### config.mk
export PLATFORM = sky130hd
export DESIGN_NAME = uart_rx_mmio
export DESIGN_NICKNAME = d
export VERILOG_FILES = /design/src/rtl/uart_pkg.sv /design/src/rtl/rx_fifo.sv /design/src/rtl/uart_rx_mmio.sv
export SDC_FILE = /design/constraint.sdc
export NUM_CORES = 1
export LEC_CHECK = 0
export ABC_AREA = 1
export BUFFER_PORTS_ARGS = -buffer_cell sky130_fd_sc_hd__buf_2
export CAP_MARGIN = 20
export CORE_ASPECT_RATIO = 1.1
export CORE_UTILIZATION = 35
export DETAILED_ROUTE_END_ITERATION = 12
export PLACE_DENSITY_LB_ADDON = 0.12
export SYNTH_ARGS = -nofsm -noshare
export SYNTH_HDL_FRONTEND = slang
export SYNTH_SLANG_ARGS = --single-unit
export TNS_END_PERCENT = 5
### constraint.sdc
create_clock -name clk -period 6.4 [get_ports clk]
set_clock_uncertainty 0.1 [all_clocks]
set_input_delay 1.28 -clock clk [delete_from_list [all_inputs] [get_ports clk]]
set_output_delay 1.28 -clock clk [all_outputs]
set_load 0.02 [all_outputs]
### src/rtl/uart_pkg.sv
// Shared UART definitions: receiver FSM encoding and the baud divisor helper
// used by both receive and transmit so they round the same way.
package uart_pkg;

    typedef enum logic [2:0] {
        IDLE  = 3'd0,
        START = 3'd1,
        DATA  = 3'd2,
        STOP  = 3'd3,
        BREAK = 3'd4
    } rx_state_t;

    // Clocks per bit, rounded to nearest.
    function automatic int unsigned calc_div(input int unsigned clk_hz,
                                             input int unsigned baud);
        return (clk_hz + baud / 2) / baud;
    endfunction

endpackage

### src/rtl/rx_fifo.sv
// First-word-fall-through FIFO; the head entry is visible on rdata whenever
// the FIFO is not empty.
module rx_fifo #(
    parameter int DEPTH = 4,
    parameter int WIDTH = 8
) (
    input  logic                     clk,
    input  logic                     resetn,
    input  logic                     push,
    input  logic [WIDTH-1:0]         wdata,
    input  logic                     pop,
    output logic [WIDTH-1:0]         rdata,
    output logic [$clog2(DEPTH):0]   count,
    output logic                     full,
    output logic                     empty
);
    localparam int AW = $clog2(DEPTH);
    localparam logic [AW:0] FULL_CNT = DEPTH[AW:0];

    logic [AW:0]      wr_ptr;
    logic [AW:0]      rd_ptr;
    logic [WIDTH-1:0] mem [DEPTH];
    logic             do_push;
    logic             do_pop;

    // Pointers carry one extra bit so full and empty stay distinguishable.
    assign count = wr_ptr - rd_ptr;
    assign full  = (count == FULL_CNT);
    assign empty = (count == '0);

    assign do_pop  = pop && !empty;
    assign do_push = push && (!full || do_pop);

    always_ff @(posedge clk or negedge resetn) begin
        if (!resetn) begin
            wr_ptr <= '0;
            rd_ptr <= '0;
        end else begin
            if (do_push) wr_ptr <= wr_ptr + 1'b1;
            if (do_pop)  rd_ptr <= rd_ptr + 1'b1;
        end
    end

    // NOTE: storage is deliberately not reset; the pointers define which
    // entries are meaningful, and an unreset array maps onto plain RAM.
    always_ff @(posedge clk) begin
        if (do_push) mem[wr_ptr[AW-1:0]] <= wdata;
    end

    // Gate the head so the output reads zero, not stale storage, when empty.
    assign rdata = empty ? '0 : mem[rd_ptr[AW-1:0]];

endmodule

### src/rtl/uart_rx_mmio.sv
// 8N1 UART receiver feeding a small FWFT FIFO that the CPU polls and pops,
// with sticky overrun and framing-error flags.
module uart_rx_mmio
    import uart_pkg::*;
#(
    parameter int CLK_FREQ_HZ = 25000000,
    parameter int BAUD_RATE   = 115200,
    parameter int FIFO_DEPTH  = 4
) (
    input  logic                          clk,
    input  logic                          resetn,
    input  logic                          i_rx,
    input  logic                          i_pop,
    input  logic                          i_err_clear,
    output logic [7:0]                    o_data,
    output logic                          o_valid,
    output logic [$clog2(FIFO_DEPTH):0]   o_count,
    output logic                          o_overrun,
    output logic                          o_frame_err
);
    localparam int DIV  = int'(calc_div(CLK_FREQ_HZ, BAUD_RATE));
    localparam int HALF = DIV / 2;

    if (DIV < 4 || DIV > 65535) begin : g_bad_div
        $error("uart_rx_mmio: clocks per bit must be in 4..65535");
    end
    if (FIFO_DEPTH < 2 || (FIFO_DEPTH & (FIFO_DEPTH - 1)) != 0) begin : g_bad_depth
        $error("uart_rx_mmio: FIFO_DEPTH must be a power of 2, at least 2");
    end

    logic        rx_meta;
    logic        rx_s;
    logic        rx_prev;

    rx_state_t   state, state_n;
    logic [15:0] cnt, cnt_n;
    logic [2:0]  bit_idx, bit_idx_n;
    logic [7:0]  shreg, shreg_n;
    logic        push;
    logic        frame_set;
    logic        tick;

    logic        fifo_full;
    logic        fifo_empty;
    logic        drop;

    // Synchronizer idles high so reset never looks like a start edge.
    // NOTE: clocked state uses non-blocking assignments so every flop samples
    // pre-edge values regardless of statement order.
    always_ff @(posedge clk or negedge resetn) begin
        if (!resetn) begin
            rx_meta <= 1'b1;
            rx_s    <= 1'b1;
            rx_prev <= 1'b1;
        end else begin
            rx_meta <= i_rx;
            rx_s    <= rx_meta;
            rx_prev <= rx_s;
        end
    end

    always_ff @(posedge clk or negedge resetn) begin
        if (!resetn) begin
            state   <= IDLE;
            cnt     <= '0;
            bit_idx <= '0;
            shreg   <= '0;
        end else begin
            state   <= state_n;
            cnt     <= cnt_n;
            bit_idx <= bit_idx_n;
            shreg   <= shreg_n;
        end
    end

    assign tick = (cnt == '0);

    // NOTE: every output of this block gets a default first, so no path can
    // leave a signal unassigned and infer a latch.
    always_comb begin
        state_n   = state;
        cnt_n     = cnt;
        bit_idx_n = bit_idx;
        shreg_n   = shreg;
        push      = 1'b0;
        frame_set = 1'b0;

        unique case (state)
            IDLE: begin
                if (rx_prev && !rx_s) begin
                    state_n = START;
                    cnt_n   = 16'(HALF - 1);
                end
            end
            START: begin
                if (!tick) begin
                    cnt_n = cnt - 16'd1;
                end else if (rx_s) begin
                    state_n = IDLE;
                end else begin
                    state_n   = DATA;
                    cnt_n     = 16'(DIV - 1);
                    bit_idx_n = '0;
                end
            end
            DATA: begin
                if (!tick) begin
                    cnt_n = cnt - 16'd1;
                end else begin
                    shreg_n = {rx_s, shreg[7:1]};
                    cnt_n   = 16'(DIV - 1);
                    if (bit_idx == 3'd7) state_n = STOP;
                    else                 bit_idx_n = bit_idx + 3'd1;
                end
            end
            STOP: begin
                if (!tick) begin
                    cnt_n = cnt - 16'd1;
                end else if (rx_s) begin
                    push    = 1'b1;
                    state_n = IDLE;
                end else begin
                    frame_set = 1'b1;
                    state_n   = BREAK;
                end
            end
            BREAK: begin
                // Hold here until the line idles so a stuck-low line reports once.
                if (rx_s) state_n = IDLE;
            end
            default: state_n = IDLE;
        endcase
    end

    rx_fifo #(
        .DEPTH (FIFO_DEPTH),
        .WIDTH (8)
    ) u_fifo (
        .clk    (clk),
        .resetn (resetn),
        .push   (push),
        .wdata  (shreg),
        .pop    (i_pop),
        .rdata  (o_data),
        .count  (o_count),
        .full   (fifo_full),
        .empty  (fifo_empty)
    );

    assign o_valid = !fifo_empty;
    assign drop    = fifo_full && push && !i_pop;

    // A flag being set in the same cycle as a clear stays set.
    always_ff @(posedge clk or negedge resetn) begin
        if (!resetn) begin
            o_overrun   <= 1'b0;
            o_frame_err <= 1'b0;
        end else begin
            o_overrun   <= (o_overrun   && !i_err_clear) || drop;
            o_frame_err <= (o_frame_err && !i_err_clear) || frame_set;
        end
    end

endmodule

==> reports/metrics.csv <==
stage,metric,value,unit
cts,clk-insertion-delay-late,0.35,ns
cts,post_cts_resized,0,
setup_path,cp.depth,8,
setup_path,crit_end,o_data[3],
setup_path,cp_max_fo,20,
yosys,ys_types,36,
power,max-vdd-ir-drop,0.1383,mV
global_route,grt-ovfl-total,0,
setup_path,crit_required,5.02,ns
global_route,grt_first_pass_wirelength,12200,um
setup_path,reg2reg_to,u_fifo.mem[1][0]$_DFFE_PP_,
route,wl_per_cell,12.81,um
setup_path,rr_worst_depth,7,
cts,clockBufferDepth,2,
cts,clkSlewWorstSetupHoldPaths,0.09,ns
setup_path,r2r_start,u_fifo.rd_ptr[0]$_DFFE_PN0P_,
power,p_leak,1.884,nW
power,powerDensity,405.3,mW/mm^2
floorplanning,rows,38,
yosys,async_flop_share,0.5616,
route,wirelength,7005,um
timing,fin_crit_sh,0.6543,
route,ant_nets,0,
yosys,syn_inst,402,
cts,hold_buffers,0,
floorplanning,coreArea,0.009985,sq mm
timing,worst_slack,2.212,ns
setup_path,crit_start,u_fifo.rd_ptr[0]$_DFFE_PN0P_,
finish,n_fill_cell,1019,
finish,nNetsFinal,437,
timing,grt_setup_unrepaired,false,
yosys,synth_edf_count,32,
cts,htree_num_levels,3,
route,routed-wl-met3,182,um
finish,diodes,0,
cts,cts_tree,done,
timing,fmax,238.8,MHz
cts,cts_buffers,9,
global_route,grt_pass1_vias,2612,
timing,slew-limit-headroom,0.3783,
route,routed-via-count,2605,
route,drc,0,
timing,setup-tns-final,0,ns
route,wl_met2,3415,um
yosys,ys_warn_count,0,
yosys,ys_seq_elements,73,
yosys,syn_nets,417,
placement,finalWeightedCongestion,0.7855,
cts,cts_setup_buffers,0,
floorplanning,design.die.area,0.01077,sq mm
setup_path,cp-end-kind,output port,
yosys,ys_seq_area_frac,0.5492,
worst_hold_path,hold_class,register to register,
placement,pre_cts_ws,2.537,ns
setup_path,critPathLaunchType,register,
finish,syn_to_final_growth,12.15,%
yosys,synth_flop_cell,dfrtp_1,
run_status,status,completed,
floorplanning,die_w,99.03,um
global_route,grtUsageTotal,0.1458,
timing,drv_slew,0,
setup_path,critPathMaxStageDelay,0.62,ns
route,drt-initial-drc-count,71,
yosys,syn_area,0.003625,sq mm
route,via_per_inst,4.762,
cts,clkSinkCount,73,
setup_path,ff2ff_setup_slack,3.30,ns
placement,dp_hpwl,4960,um
setup_path,cp.buffers_inverters,2,
cts,root_buffer,clkbuf_8,
yosys,syn_area_per_cell,9.017,sq um
route,wl_met1,3332,um
setup_path,crit_path_cell_trace,ha_1 > fa_1 > xor2_1 > xor2_1 > nand3_1 > nand2_1 > inv_1 > buf_2,
route,dr.pass1.iters,4,
setup_path,worst_path_max_delay_cell,dfrtp_1,
setup_path,crit_top_cell,xor2_1,
timing,finalHoldViolations,0,
timing,worst_pin_slew,0.9326,ns
floorplanning,initial_core_util,0.3630,
setup_path,crit_type,register to output port,
floorplanning,die_h,108.7,um
floorplanning,top_level_ports,19,
timing,timing.final.crit_period,4.188,ns
global_route,antenna_found_initial,0,
placement,place_inst,531,
global_route,grt_max_degree,42,
setup_path,cp_top_family,adder cells,
flow_run,maxCapViolCount,0,
placement,portBuffers,18,
route,routed.top_layer,met4,
finish,layout-drive-gt1-share,0.1358,
timing,finalSetupViolCount,0,
setup_path,crit_arrival,2.81,ns
finish,final_cells,547,
==> through the flow <==
stage	util	cell area (sq um)	power, mW	hold WS [ns]
5_1_grt	0.4071	4065	1.776	0.2628
2_1_floorplan	-	3625	1.058	0.2452
6_report	0.4071	4065	1.648	0.2600
4_1_cts	0.4071	4065	1.672	0.2619
3_3_place_gp	0.3821	3815	1.210	0.2480
3_5_place_dp	0.3821	3815	1.216	0.2498
==> logic make-up after synthesis <==
| family | Yosys count | synth area share |
|---|---|---|
| buf+inv | 61 | 0.06765 |
| flops | 73 | 0.5492 |
| compound gates | 47 | 0.07663 |
| simple gates | 202 | 0.2475 |
| xor+xnor | 8 | 0.01933 |
| mux | 1 | 0.003106 |
| fa+ha+maj | 10 | 0.03659 |
==> cell usage after synthesis, drive strengths merged, types with 5 or more instances <==
cell / count / area [sq um]
inv: 51 / 191.4
edfxtp: 32 / 960.9
xor2: 6 / 52.55
buf: 6 / 38.79
a21oi: 10 / 50.05
nand3: 30 / 167.7
nor2: 69 / 289.0
ha: 9 / 112.6
nor3: 5 / 36.29
nand2: 90 / 352.8
o32ai: 8 / 70.07
o21ai: 25 / 125.1
dfrtp: 38 / 950.9
nand4: 6 / 37.54
==> registers in the layout, summed over array words and instances (netlist names) <==
signal,count
shreg,8
o_overrun,1
u_fifo.rd_ptr,3
u_fifo.wr_ptr,3
rx_meta,1
bit_idx,3
u_fifo.mem,32
rx_s,1
o_frame_err,1
state,3
rx_prev,1
cnt,16
==> cell usage in the layout, fill, tap and decap left out, types with 4 or more instances in the layout <==
cell type  instances
a21oi_1           10
buf_2             18
clkbuf_8           9
dfrtp_1           38
edfxtp_1          32
ha_1               9
inv_1             47
inv_2              4
nand2_1           84
nand2_2            6
nand3_1           28
nand4_1            6
nor2_1            63
nor3_1             4
o21ai_0           18
o21ai_1            7
o32ai_1            8
xor2_1             6
==> worst min path at each step <==
stage / startpoint / slack, ns / end / cells past startpoint
2_1_floorplan: rx_meta$_DFF_PN1_ / 0.25 / rx_s$_DFF_PN1_ / 0
3_3_place_gp: rx_meta$_DFF_PN1_ / 0.25 / rx_s$_DFF_PN1_ / 0
3_5_place_dp: rx_meta$_DFF_PN1_ / 0.25 / rx_s$_DFF_PN1_ / 0
4_1_cts: rx_meta$_DFF_PN1_ / 0.26 / rx_s$_DFF_PN1_ / 0
5_1_grt: rx_meta$_DFF_PN1_ / 0.26 / rx_s$_DFF_PN1_ / 0
6_report: rx_meta$_DFF_PN1_ / 0.26 / rx_s$_DFF_PN1_ / 0
==> power by group <==
group	total, mW	switching (mW)	leakage (nW)	internal [mW]
Clock	0.450	0.186	0.122	0.264
Sequential	0.589	0.0658	0.830	0.523
Combinational	0.609	0.418	0.932	0.192
==> final cells by class <==
type                       instances  area [sq um]  share of cell area
clock inverter                     7         126.4             0.03109
tap                              120         150.1             0.03693
timing repair buffer              18         90.09             0.02216
inverter                          52         195.2             0.04801
sequential                        73          1991              0.4897
multi-input combinational        268          1389              0.3416
clock buffer                       9         123.9             0.03047
==> per-layer routing <==
metal  GRT usage  vias to the layer above
li1            -                     1349
met1      0.1784                     1211
met2      0.2527                       38
met3     0.03141                        7
met4     0.05544                        0
met5           0                        -
(Power assumes the default switching activity.)
